--- config.mk ---
export PLATFORM = sky130hd
export DESIGN_NAME = fetch_pc_gen
export DESIGN_NICKNAME = d
export VERILOG_FILES = /design/src/rtl/fetch_pc_gen_pkg.sv /design/src/rtl/fetch_btb.sv /design/src/rtl/fetch_pc_gen.sv
export SDC_FILE = /design/constraint.sdc
export NUM_CORES = 1
export LEC_CHECK = 0
export CAP_MARGIN = 0
export CORE_ASPECT_RATIO = 1.25
export CORE_MARGIN = 10
export CORE_UTILIZATION = 25
export CTS_CLUSTER_SIZE = 28
export DETAILED_ROUTE_END_ITERATION = 12
export PLACE_DENSITY = 0.59
export SYNTH_ARGS = -nofsm -noshare
export SYNTH_HDL_FRONTEND = slang
export SYNTH_SLANG_ARGS = --single-unit
--- constraint.sdc ---
create_clock -name clk -period 5.75 [get_ports clk]
set_input_delay 0.8625 -clock clk [delete_from_list [all_inputs] [get_ports clk]]
set_output_delay 0.8625 -clock clk [all_outputs]
set_load 0.01 [all_outputs]
--- src/rtl/fetch_pc_gen_pkg.sv ---
// ---------------------------------------------------------------------------
// fetch_pc_gen_pkg
//   Shared widths, the default reset PC and small PC helper functions for the
//   instruction-fetch front end (fetch_pc_gen) and its optional BTB
//   (fetch_btb).
// ---------------------------------------------------------------------------
package fetch_pc_gen_pkg;

    localparam int          ID_TO_IF_BUS_WD  = 33;
    localparam int          IF_TO_IPD_BUS_WD = 96;
    localparam logic [31:0] RESET_PC_DEFAULT = 32'h1C00_0000;

    // Sequential successor; 32'hFFFF_FFFC wraps to 0.
    function automatic logic [31:0] seq_next_pc(input logic [31:0] pc);
        return pc + 32'd4;
    endfunction

    // Fetch addresses are always word aligned.
    function automatic logic [31:0] word_align(input logic [31:0] pc);
        return {pc[31:2], 2'b00};
    endfunction

endpackage

--- src/rtl/fetch_btb.sv ---
// ---------------------------------------------------------------------------
// fetch_btb
//   Direct-mapped branch target buffer used by fetch_pc_gen when the
//   SIMPLECPU_BTB_EN macro is defined. Without the macro this file
//   contributes no module at all, so no BTB storage can be synthesised.
//
//   Entry: {valid, tag = pc[31:2+IDX_W], target}, index = pc[2 +: IDX_W].
//
// Ports
//   clk           in   clock
//   reset         in   synchronous active-high; clears all valid bits
//   i_lookup_pc   in   32  address to predict (combinational lookup)
//   o_hit         out  1   entry valid and tag matches
//   o_target      out  32  stored target of the indexed entry
//   i_upd_en      in   1   write an entry at posedge
//   i_upd_pc      in   32  branch PC being recorded
//   i_upd_target  in   32  its taken target
// ---------------------------------------------------------------------------
`ifdef SIMPLECPU_BTB_EN
module fetch_btb
    import fetch_pc_gen_pkg::*;
#(
    parameter int ENTRIES = 16
) (
    input  logic        clk,
    input  logic        reset,
    input  logic [31:0] i_lookup_pc,
    output logic        o_hit,
    output logic [31:0] o_target,
    input  logic        i_upd_en,
    input  logic [31:0] i_upd_pc,
    input  logic [31:0] i_upd_target
);

    localparam int IDX_W = $clog2(ENTRIES);
    localparam int TAG_W = 30 - IDX_W;

    logic [ENTRIES-1:0] r_valid;
    logic [TAG_W-1:0]   r_tag    [ENTRIES];
    logic [31:0]        r_target [ENTRIES];

    logic [IDX_W-1:0]   w_lookup_idx;
    logic [IDX_W-1:0]   w_upd_idx;

    assign w_lookup_idx = i_lookup_pc[2 +: IDX_W];
    assign w_upd_idx    = i_upd_pc[2 +: IDX_W];

    always_ff @(posedge clk) begin
        if (reset) begin
            r_valid <= '0;
        end else if (i_upd_en) begin
            r_valid[w_upd_idx] <= 1'b1;
        end
    end

    // NOTE: tag/target arrays are left unreset; the valid bits alone decide
    // whether an entry is meaningful, so resetting the RAM would only cost logic.
    always_ff @(posedge clk) begin
        if (i_upd_en && !reset) begin
            r_tag[w_upd_idx]    <= i_upd_pc[31 -: TAG_W];
            r_target[w_upd_idx] <= i_upd_target;
        end
    end

    // Reads see the array before this cycle's write lands at the edge.
    assign o_hit    = r_valid[w_lookup_idx] &&
                      (r_tag[w_lookup_idx] == i_lookup_pc[31 -: TAG_W]);
    assign o_target = r_target[w_lookup_idx];

endmodule
`endif

--- src/rtl/fetch_pc_gen.sv ---
// ---------------------------------------------------------------------------
// fetch_pc_gen
//   Instruction-fetch front end. Generates fetch PCs, drives a synchronous
//   instruction SRAM (data one cycle after the request), holds the returned
//   instruction under IPD back-pressure and attaches a predicted next PC.
//   A redirect from ID (br_taken_cancel) flushes all wrong-path state and
//   refetches from PC_fromID in the same cycle.
//
//   Optional feature macro: SIMPLECPU_BTB_EN (adds fetch_btb and btb_* ports;
//   otherwise the prediction is always addr+4).
//
// Ports
//   clk              in   clock, all state on posedge
//   reset            in   synchronous active-high
//   ID_to_IF_bus     in   33  {br_taken_cancel, PC_fromID}
//   IPD_allow_in     in   1   IPD accepts this cycle
//   btb_upd_en       in   1   [BTB] ID resolved a taken branch
//   btb_upd_pc       in   32  [BTB] its PC
//   btb_upd_target   in   32  [BTB] its target
//   IF_to_IPD_valid  out  1   IF_to_IPD_bus holds a valid instruction
//   IF_to_IPD_bus    out  96  {pred_PC, inst_PC, inst}
//   inst_sram_en     out  1   read request
//   inst_sram_addr   out  32  word-aligned fetch address
//   inst_sram_rdata  in   32  read data, valid the cycle after the request
// ---------------------------------------------------------------------------
module fetch_pc_gen
    import fetch_pc_gen_pkg::*;
#(
    parameter logic [31:0] RESET_PC = RESET_PC_DEFAULT
`ifdef SIMPLECPU_BTB_EN
    ,
    parameter int          BTB_ENTRIES = 16
`endif
) (
    input  logic                        clk,
    input  logic                        reset,
    input  logic [ID_TO_IF_BUS_WD-1:0]  ID_to_IF_bus,
    input  logic                        IPD_allow_in,
`ifdef SIMPLECPU_BTB_EN
    input  logic                        btb_upd_en,
    input  logic [31:0]                 btb_upd_pc,
    input  logic [31:0]                 btb_upd_target,
`endif
    output logic                        IF_to_IPD_valid,
    output logic [IF_TO_IPD_BUS_WD-1:0] IF_to_IPD_bus,
    output logic                        inst_sram_en,
    output logic [31:0]                 inst_sram_addr,
    input  logic [31:0]                 inst_sram_rdata
);

    logic        w_br_taken_cancel;
    logic [31:0] w_pc_from_id;

    logic [31:0] r_fetch_pc;
    logic        r_if_valid;
    logic [31:0] r_if_pc;
    logic [31:0] r_if_pred_pc;
    logic [31:0] r_inst_buf;
    logic        r_buf_valid;

    logic        w_if_allow_in;
    logic        w_req_fire;
    logic        w_stall_capture;
    logic [31:0] w_addr;
    logic [31:0] w_pred_pc;
    logic [31:0] w_inst;

    assign {w_br_taken_cancel, w_pc_from_id} = ID_to_IF_bus;

    assign w_if_allow_in = ~r_if_valid | IPD_allow_in;
    // A redirect always issues, even while IPD is stalling.
    assign w_req_fire    = ~reset & (w_br_taken_cancel | w_if_allow_in);
    assign w_addr        = w_br_taken_cancel ? word_align(w_pc_from_id) : r_fetch_pc;

    // The SRAM only holds its output for one cycle, so the first stalled
    // cycle must copy it before it is overwritten.
    assign w_stall_capture = r_if_valid & ~IPD_allow_in & ~r_buf_valid;

`ifdef SIMPLECPU_BTB_EN
    logic        w_btb_hit;
    logic [31:0] w_btb_target;

    fetch_btb #(
        .ENTRIES      (BTB_ENTRIES)
    ) u_fetch_btb (
        .clk          (clk),
        .reset        (reset),
        .i_lookup_pc  (w_addr),
        .o_hit        (w_btb_hit),
        .o_target     (w_btb_target),
        .i_upd_en     (btb_upd_en),
        .i_upd_pc     (btb_upd_pc),
        .i_upd_target (btb_upd_target)
    );

    assign w_pred_pc = w_btb_hit ? w_btb_target : seq_next_pc(w_addr);
`else
    assign w_pred_pc = seq_next_pc(w_addr);
`endif

    // Control state: a request (new or redirect) wins over capturing the
    // stalled instruction, which is what discards the buffer on a redirect.
    always_ff @(posedge clk) begin
        if (reset) begin
            r_fetch_pc  <= RESET_PC;
            r_if_valid  <= 1'b0;
            r_buf_valid <= 1'b0;
        end else if (w_req_fire) begin
            r_fetch_pc  <= w_pred_pc;
            r_if_valid  <= 1'b1;
            r_buf_valid <= 1'b0;
        end else if (w_stall_capture) begin
            r_buf_valid <= 1'b1;
        end
    end

    // Payload registers are only observed while r_if_valid/r_buf_valid say
    // so, hence no reset. w_req_fire already excludes reset.
    always_ff @(posedge clk) begin
        if (w_req_fire) begin
            r_if_pc      <= w_addr;
            r_if_pred_pc <= w_pred_pc;
        end
        if (w_stall_capture) begin
            r_inst_buf <= inst_sram_rdata;
        end
    end

    assign w_inst          = r_buf_valid ? r_inst_buf : inst_sram_rdata;
    assign IF_to_IPD_valid = r_if_valid;
    assign IF_to_IPD_bus   = {r_if_pred_pc, r_if_pc, w_inst};
    assign inst_sram_en    = w_req_fire;
    assign inst_sram_addr  = w_addr;

endmodule

==> impl_metrics.csv <==
group,metric,value,unit
floorplan,die_w,155.4,um
place,place.port_buffers,195,
synth,synth_ff_type,"edfxtp_1",
status,status,"finished, final reports clean",
worst_setup_path,crit_family,"buffers and inverters",
synth,synth_warnings,0,
power,pwr-share-seq,0.425,
power,clockPowerShare,0.425,
clock_network,ctsHtreeMaxLevel,4,
floorplan,die_area,29420,um^2
global_routing,busiest_layer,"met2",
sta,period_share,0.6720,
global_routing,grt_max_degree,69,
sta,drv_slew,0,
sta,tightest_slew,0.9503,ns
worst_setup_path,worst-path-buf-inv,4,
global_routing,antenna_found_initial,0,
clock_network,cts_resized,0,
finish,final_common_cell,"clkdlybuf4s50_1",
floorplan,die_h,189.3,um
drt,drc,0,
drt,routed_via_density,4.564,
place,dp_worst_setup_slack,1.871,ns
worst_setup_path,slowest_delay,0.55,ns
floorplan,start_util,0.2554,
finish,final_cells,925,
power,p_sw_frac,0.2397,
power,power.leakage,3.096,nW
power,pwr-share-comb,0.150,
clock_network,clock_latency,0.41,ns
clock_network,tritoncts,"built",
worst_setup_path,rrSetupSlack,3.30,ns
sta,max_freq,258.8,MHz
worst_setup_path,crit_chain,"buf_2 -> buf_4 -> mux2i_1 -> inv_1 -> clkdlybuf4s50_1",
drt,ant_nets,0,
worst_setup_path,timing.setup.critical_path_class,"input pin to output pin",
finish,finalCoreUtilization,0.3810,
clock_network,path_clk_slew,0.06,ns
synth,synth_seq_cells,128,
global_routing,grt_first_pass_wirelength,27920,um
drt,drt-total-wl,18350,um
floorplan,core,22440,um^2
sta,fin_setup_tns,0,ns
finish,drive_above_1_share,0.1729,
global_routing,grt_pass1_vias,4546,
clock_network,postCtsHoldBufs,0,
global_routing,grtUsageMet3,0.04671,
clock_network,clk_path_buf_depth,2,
sta,fin_ws,1.886,ns
floorplan,io_pins,198,
finish,antenna_cells,0,
worst_setup_path,worstReg2RegEnd,"r_fetch_pc[24]$_SDFFE_PP0P_",
sta,setup_violations,0,
finish,area_growth,49.16,%
worst_setup_path,worst_path_max_delay_cell,"buf_2",
sta,timing.final.hold_violations,0,
power,vdd_drop_max,0.0001940,V
drt,dr.pass1.iters,4,
synth,syn_avg_cell_area,13.24,um^2
global_routing,grt_usage,0.1230,
worst_setup_path,reg2regPathDepth,8,
synth,synth-edff-count,94,
job,drv_cap,0,
worst_hold_path,hold_path_startpoint,"r_fetch_pc[21]$_SDFFE_PP0P_",
place,gp_congestion,0.8258,
worst_setup_path,endpoint_kind,"output pin",
power,power.internal,0.001948,W
worst_setup_path,startpoint_type,"input pin",
worst_hold_path,whs_path_depth,2,
power,powerDensity,299.7,nW/um^2
clock_network,numClockSinks,128,
sta,finClkSkew,0.01140,ns
clock_network,clock-root-buffer,"clkbuf_16",
worst_setup_path,timing.critical_path.depth,5,
synth,synth.net_count,502,
worst_setup_path,reg2reg_from,"r_fetch_pc[2]$_SDFFE_PP0P_",
worst_setup_path,required,4.89,ns
global_routing,use_met1,0.1389,
worst_setup_path,critPathMaxFanout,34,
synth,yosysSeqAreaShare,0.6112,
finish,mostFrequentLayoutCells,"194 x clkdlybuf4s50_1, 94 x edfxtp_1, 51 x mux2_2",
drt,vias,4222,
synth,ys_types,53,
drt,first_iter_violations,223,
synth,async_flop_share,0,
global_routing,grt_overflow,0,
clock_network,cts_made_buffers,17,
sta,finalCriticalPeriod,3.864,ns
clock_network,post_cts_buffers,0,
global_routing,gr-usage-met2,0.2072,
worst_setup_path,cp.arrival,3.00,ns
sta,max_slew_margin,0.3665,
drt,wire_per_inst,19.84,um
finish,fillers,2148,
place,post-place-cells,893,
power,power.switching,0.0006142,W
floorplan,std_cell_rows,61,
synth,netlist_instances,433,
worst_hold_path,hold_path_end,"r_fetch_pc[21]$_SDFFE_PP0P_",
place,dp_hpwl,13430,um
power,power.total,0.002563,W
worst_hold_path,hold_path.class,"register to register",
finish,nNetsFinal,698,
sta,rsz0062_at_grt,"no",
synth,netlist_area,5732,um^2
[metrics by stage]
stage	cell area [um^2]	hold WS, ns
after CTS	8549	0.4642
final	8549	0.4615
after detailed placement	7954	0.4562
after global placement	7954	0.4431
after floorplan	5732	0.4312
after global routing	8549	0.4842
[sequential cells by signal, summed over array words and instances, names as in the netlist]
register	flops
r_if_pred_pc	30
IF_to_IPD_valid	1
r_inst_buf	32
r_if_pc	32
r_buf_valid	1
r_fetch_pc	32
[cell families after synthesis]
family | Yosys count | synth area share
AOI/OAI and AO/OA | 47 | 0.06134
muxes | 66 | 0.1270
and+or+nand+nor | 126 | 0.1249
DFF | 128 | 0.6112
adders and majority gates | 1 | 0.002183
xor gates and xnor gates | 26 | 0.03973
buffers and inverters | 39 | 0.03362
[worst register-to-register path: cells and delay by family, from the launching register on]
family / cells / cell delay (ns)
adders and majority gates: 1 / 0.23
and+or+nand+nor: 2 / 0.62
muxes: 2 / 0.34
AOI/OAI and AO/OA: 2 / 0.72
buffers and inverters: 1 / 0.08
DFF: 1 / 0.35
[synth_stat cells, types with 2 or more instances]
| cell | instances | share of area |
|---|---|---|
| buf_2 | 4 | 0.0035 |
| nand3b_4 | 2 | 0.0070 |
| a31o_2 | 3 | 0.0046 |
| nand4b_1 | 3 | 0.0046 |
| mux2i_1 | 14 | 0.024 |
| a22o_1 | 5 | 0.0076 |
| nor3_2 | 2 | 0.0035 |
| or3_1 | 4 | 0.0044 |
| nand3_1 | 22 | 0.019 |
| o31a_1 | 2 | 0.0031 |
| a21oi_1 | 17 | 0.015 |
| inv_1 | 15 | 0.0098 |
| nor2_1 | 13 | 0.0085 |
| xor2_1 | 9 | 0.014 |
| edfxtp_1 | 94 | 0.49 |
| dfxtp_1 | 34 | 0.12 |
| nand2_1 | 45 | 0.029 |
| a31oi_1 | 2 | 0.0022 |
| nand4_1 | 11 | 0.012 |
| mux2_2 | 51 | 0.10 |
| nor3_1 | 4 | 0.0035 |
| buf_6 | 2 | 0.0039 |
| nand3b_1 | 3 | 0.0039 |
| xnor2_1 | 17 | 0.026 |
| and2_1 | 5 | 0.0055 |
| a22oi_1 | 2 | 0.0026 |
| buf_4 | 7 | 0.0092 |
| clkbuf_1 | 11 | 0.0072 |
| o21ai_0 | 5 | 0.0044 |
| nor2b_1 | 2 | 0.0022 |
[per-layer routing]
metal	vias up	routed length (um)
met5	-	0
met3	15	1562
met2	182	9030
met4	0	273
li1	1988	-
met1	2037	7486
[layout make-up]
cell class	instances	area [um^2]	share of cell area
clock buffers	18	429.2	0.05020
clock inverters	14	166.4	0.01946
inverters	15	56.30	0.006586
multi-input cells	266	2048	0.2396
flip-flops and latches	128	3503	0.4098
well taps	283	354.1	0.04142
repair buffers	201	1992	0.2330
[power groups by stage]
stage | clock [W] | sequential [W] | combinational (W)
after detailed placement | 0 | 0.00111 | 0.000390
after floorplan | 0 | 0.00112 | 0.000145
after CTS | 0.00114 | 0.00109 | 0.000392
final | 0.00109 | 0.00109 | 0.000384
after global placement | 0 | 0.00111 | 0.000387
after global routing | 0.00117 | 0.00110 | 0.000414
[worst max-delay path by stage]
stage                                 from                  to  slack [ns]
final                     ID_to_IF_bus[32]  inst_sram_addr[22]        1.89
after global routing      ID_to_IF_bus[32]  inst_sram_addr[22]        1.72
after CTS                 ID_to_IF_bus[32]  inst_sram_addr[22]        1.88
after detailed placement  ID_to_IF_bus[32]  inst_sram_addr[22]        1.87
after global placement    ID_to_IF_bus[32]  inst_sram_addr[22]        1.93
after floorplan           ID_to_IF_bus[32]        inst_sram_en        0.42
Power figures use the tool's default switching activity.
